## src/rtl/capture_result_fifo.sv

```systemverilog
// Show-ahead FIFO of capture counts, one entry per capture_complete rise.
// Optional macro CAPTURE_FIFO_DROP_CNT_EN adds a saturating drop counter.
module capture_result_fifo #(
  parameter int DEPTH = 4,
  parameter int AW    = 2
) (
  input  logic          clk,
  input  logic          reset,
  input  logic [31:0]   counter,
  input  logic          capture_complete,
  output logic [31:0]   rd_data,
  output logic          rd_valid,
  input  logic          rd_ready,
  output logic [AW:0]   level,
  output logic          full,
  output logic          overflow,
  input  logic          clear_overflow,
  output logic [7:0]    drop_count
);

  localparam logic [AW:0] DEPTH_L = (AW+1)'(DEPTH);

  logic [31:0] mem [DEPTH];
  logic [AW:0] wr_ptr;
  logic [AW:0] rd_ptr;
  logic        cc_d;
  logic        push;
  logic        pop;
  logic        wr_en;
  logic        drop;

  assign push     = capture_complete && !cc_d;
  assign level    = wr_ptr - rd_ptr;
  assign full     = (level == DEPTH_L);
  assign rd_valid = (wr_ptr != rd_ptr);
  assign pop      = rd_valid && rd_ready;
  // A pop frees the head slot this edge, so a push into a full queue still fits
  assign wr_en    = push && (!full || pop);
  assign drop     = push && full && !pop;
  assign rd_data  = mem[rd_ptr[AW-1:0]];

  always_ff @(posedge clk) begin
    if (wr_en)
      mem[wr_ptr[AW-1:0]] <= counter;
  end

  // cc_d resets high so a capture still pending at release is ignored
  always_ff @(posedge clk or posedge reset) begin
    if (reset) begin
      cc_d   <= 1'b1;
      wr_ptr <= '0;
      rd_ptr <= '0;
    end else begin
      cc_d <= capture_complete;
      if (wr_en)
        wr_ptr <= wr_ptr + 1'b1;
      if (pop)
        rd_ptr <= rd_ptr + 1'b1;
    end
  end

  always_ff @(posedge clk or posedge reset) begin
    if (reset)
      overflow <= 1'b0;
    else if (drop)
      overflow <= 1'b1;
    else if (clear_overflow)
      overflow <= 1'b0;
  end

`ifdef CAPTURE_FIFO_DROP_CNT_EN
  always_ff @(posedge clk or posedge reset) begin
    if (reset)
      drop_count <= '0;
    else if (drop) begin
      if (clear_overflow)
        drop_count <= 8'd1;
      else if (drop_count != 8'hFF)
        drop_count <= drop_count + 8'd1;
    end else if (clear_overflow)
      drop_count <= '0;
  end
`else
  assign drop_count = '0;
`endif

endmodule

```

## config.mk

```make
export PLATFORM = sky130hd
export DESIGN_NAME = capture_result_fifo
export DESIGN_NICKNAME = d
export VERILOG_FILES = /design/src/rtl/capture_result_fifo.sv
export SDC_FILE = /design/constraint.sdc
export NUM_CORES = 1
export LEC_CHECK = 0
export BUFFER_PORTS_ARGS = -buffer_cell sky130_fd_sc_hd__clkbuf_2
export CORE_ASPECT_RATIO = 1.2
export CORE_UTILIZATION = 60
export CTS_BUF_LIST = sky130_fd_sc_hd__clkbuf_16
export DETAILED_ROUTE_END_ITERATION = 6
export PLACE_DENSITY_LB_ADDON = 0.05
export SYNTH_ARGS = -nofsm -noshare
export SYNTH_HDL_FRONTEND = slang
export SYNTH_SLANG_ARGS = --single-unit
```

## constraint.sdc

```tcl
create_clock -name clk -period 4.7 [get_ports clk]
set_clock_uncertainty 0.15 [all_clocks]
set_input_delay 0.705 -clock clk [delete_from_list [all_inputs] [get_ports clk]]
set_output_delay 0.705 -clock clk [all_outputs]
set_load 0.01 [all_outputs]
```

==> results by group <==
Placement
  • Dpl hpwl: slightly below 5000 um
  • Placed cell area: 5670 sq um
  • Port bufs: 74
  • Placer Congestion: ~0.73

Setup path
  • Delay-heaviest family, CP: buffers and inverters
  • FF-to-FF End: mem[3][3]
  • FF-to-FF setup slack: roughly 1.5 ns
  • CP max stage cell: inv_1
  • Worst path max stage delay: approximately 0.62 ns
  • CP max FO: 19
  • FF-to-FF path depth: 8
  • WP data arrival: approximately 3.2 ns
  • Startpoint types: flop
  • Crit path kind: flop to flop
  • Crit-path most repeated cell: inv_1
  • CP Data Required Time: ~4.7 ns
  • Critical path cell sequence: inv_1 -> ha_1 -> fa_1 -> xor3_2 -> and3_4 -> a211o_1 -> inv_1 -> buf_4
  • Reg-to-reg critical path startpoint: wr_ptr[0]
  • CP Buf/Inv Count: 3
  • CP endpoint kind: flop

Synthesis
  • Post-synth top flop: edfxtp_1
  • Post-synth ARST share: between 5 and 6%
  • Largest family of logic cells by synthesized area: multiplexers
  • Post-synth EDFFs: 128
  • Simple-Gate Fraction of Synth Area: 1.11%
  • #FFs+latches synth: around 140
  • Synthesized instance count: about 230
  • Mapped cell area: a little over 5000 sq um
  • Post-synthesis compound-gate area fraction: 0.796%
  • Synth Area per Inst: between 20 and 25 sq um
  • Register area share after synthesis: slightly below 80%
  • Mux cell area share after synthesis: between 10 and 15%
  • Yosys cell types: 26
  • Synth Warn #: 0
  • Xor/xnor share of the synthesized area: 1.33%
  • Synth Area in Adders: about 2.1%

Drt
  • Antenna Nets Post-Route: 0
  • Detailed-route via count: roughly 2400
  • Via/cell ratio: 5.40
  • Initial DRC Count: 168
  • Drt pass-1 iters: 5
  • DRC: 0
  • Final wirelength: about 8000 um
  • WL/cell: between 15 and 20 um

Clock network
  • CTS tree: built
  • H-tree depth: 4
  • Post-CTS resize count: 0
  • CTS Root Cell: clkbuf_16
  • CTS max path bufs: 2
  • Hold Buf Count CTS: 0
  • Num CTS Buffers: 17
  • Clock sinks: ~140
  • Setup Fix Bufs, Post-CTS: 0
  • Worst-path clk slew: approximately 0.06 ns
  • Skew-Pair Late Insertion Delay: around 0.4 ns

STA
  • Final worst path period need: around 3.2 ns
  • Worst-margin pin slew: 0.888 ns
  • Final setup fails: 0
  • Fmax: 308 MHz
  • Pins over their slew limit: 0
  • RSZ-0062 raised after global routing: false
  • Final Hold Viols: 0
  • TNS Setup: 0 ns
  • Slew headroom: approximately two fifths
  • Period utilisation layout: between 60% and 70%

Worst hold path
  • Min-delay worst type: primary input to asynchronous set/reset pin

Die
  • Boundary pin count: 83
  • Initial core utilization: between 60% and 70%
  • Die Y-Extent: approximately 100 um
  • Die ar.: 9020 sq um
  • Die W: between 80 and 90 um
  • Num rows: 36
  • Core area: just over 8000 sq um

Layout
  • Nets@finish: approximately 360
  • Layout cell share with drive strength beyond 1: 46.6%
  • Antenna diodes: 0
  • Final Instance Area: 6240 sq um
  • FF+latch area: roughly 4000 sq um
  • Syn-to-layout area delta: 20.2%
  • Multi-input gate area: 1040 sq um
  • Fillers: 461

Job
  • MaxCap Viol Count: 0

Power and ir drop
  • Leakage: between 2 and 2.5 nW
  • Peak supply drop: between 0.0003 and 0.0004 V
  • Pwr dens: 632 nW/um^2
  • Seq pwr share: approximately two fifths
  • Combinational Power Share: about 28%
  • Internal cell power: between 2 and 3 mW
  • Share of power burned in the clock network: 31.2%
  • Net Switching: ~1.2 mW
  • Net Sw Frac: between 20 and 30%

Outcome
  • Status: complete, no violations

GRT
  • Initial antenna violation count: 0
  • Grt ovf: 0
  • All-Layer GR Usage: 20.6%
  • Vias in the first global route: ~2500
  • Pin count of the biggest net entering global routing: 35
  • First-pass GRT wire length: 13100 um
## stage by stage
stage	hold slack, ns	utilization (%)	power, mW	std cells	setup WS (ns)
2_1_floorplan	0.336	-	2.37	232	1.58
3_3_place_gp	0.358	68.8	2.75	408	1.48
3_5_place_dp	0.367	68.8	2.75	408	1.44
4_1_cts	0.0766	75.7	3.99	440	1.41
5_1_grt	0.0990	75.7	4.14	440	1.24
6_report	0.0731	75.7	3.94	440	1.45
## power groups by stage
stage	Clock, mW	Sequential [mW]	Combinational (mW)
after CTS	1.25	1.60	1.14
after global routing	1.29	1.61	1.24
after floorplan	0	1.57	0.799
after global placement	0	1.61	1.14
after detailed placement	0	1.62	1.14
final	1.23	1.59	1.12
## cell usage in the layout, fill, tap and decap left out, types with 5 or more instances in the layout
cell type,Yosys,routed
edfxtp_1,128,128
clkbuf_2,0,74
mux4_2,32,32
clkbuf_16,0,17
inv_1,9,9
conb_1,1,8
ha_1,7,7
inv_6,0,6
dfrtp_1,7,5
## logic make-up after synthesis
group	count (synthesis)
buf+inv	25
simple gates	10
flops	136
xor+xnor	6
mux	33
compound gates	6
other cells	1
fa+ha+maj	8
## layout make-up
type,instances,share of cell area [%]
flip-flops and latches,136,64.9
multi-input cells,71,16.8
clock buffers,17,6.82
repair buffers,78,6.42
well taps,114,2.29
clock inverters,15,2.27
inverters,9,0.542
## routing by layer
| layer | GRT usage, % | part of all wire (%) | up-vias |
|---|---|---|---|
| met4 | 6.55 | 1.1 | 0 |
| met2 | 34.1 | 54 | 70 |
| li1 | - | - | 1078 |
| met3 | 5.63 | 4.5 | 9 |
| met1 | 26.5 | 40 | 1219 |
| met5 | 0 | 0 | - |
## worst reg2reg max path, cell delays in order (launching register included)
cell and delay (ns):
dfrtp_1 0.38, inv_1 0.11, ha_1 0.22, fa_1 0.39, xor3_2 0.25, and3_4 0.21, a211o_1 0.31, inv_1 0.62
buf_4 0.32
## cell usage after synthesis, types with 3 or more instances
| library cell | number | area share, % |
|---|---|---|
| edfxtp_1 | 128 | 74 |
| mux4_2 | 32 | 14 |
| inv_1 | 9 | 0.65 |
| buf_4 | 8 | 1.2 |
| dfrtp_1 | 7 | 3.4 |
| ha_1 | 7 | 1.7 |
| clkbuf_1 | 5 | 0.36 |
| nand2_1 | 4 | 0.29 |
| xnor2_1 | 4 | 0.68 |
| and2_1 | 3 | 0.36 |
| buf_2 | 3 | 0.29 |
## how the worst max path moves through the flow
stage / startpoint / endpoint / depth (start not counted)
2_1_floorplan: rd_ptr[1] / mem[0][0] / 8
3_3_place_gp: rd_ptr[1] / mem[3][23] / 6
3_5_place_dp: wr_ptr[0] / mem[3][23] / 8
4_1_cts: wr_ptr[0] / mem[3][3] / 8
5_1_grt: wr_ptr[0] / mem[3][3] / 8
6_report: wr_ptr[0] / mem[3][3] / 8
## registers in the layout (all words and copies together) (netlist names)
name      count
overflow      1
wr_ptr        3
mem         128
rd_ptr        3
cc_d          1
No activity file was read; power rests on OpenSTA's default activity.
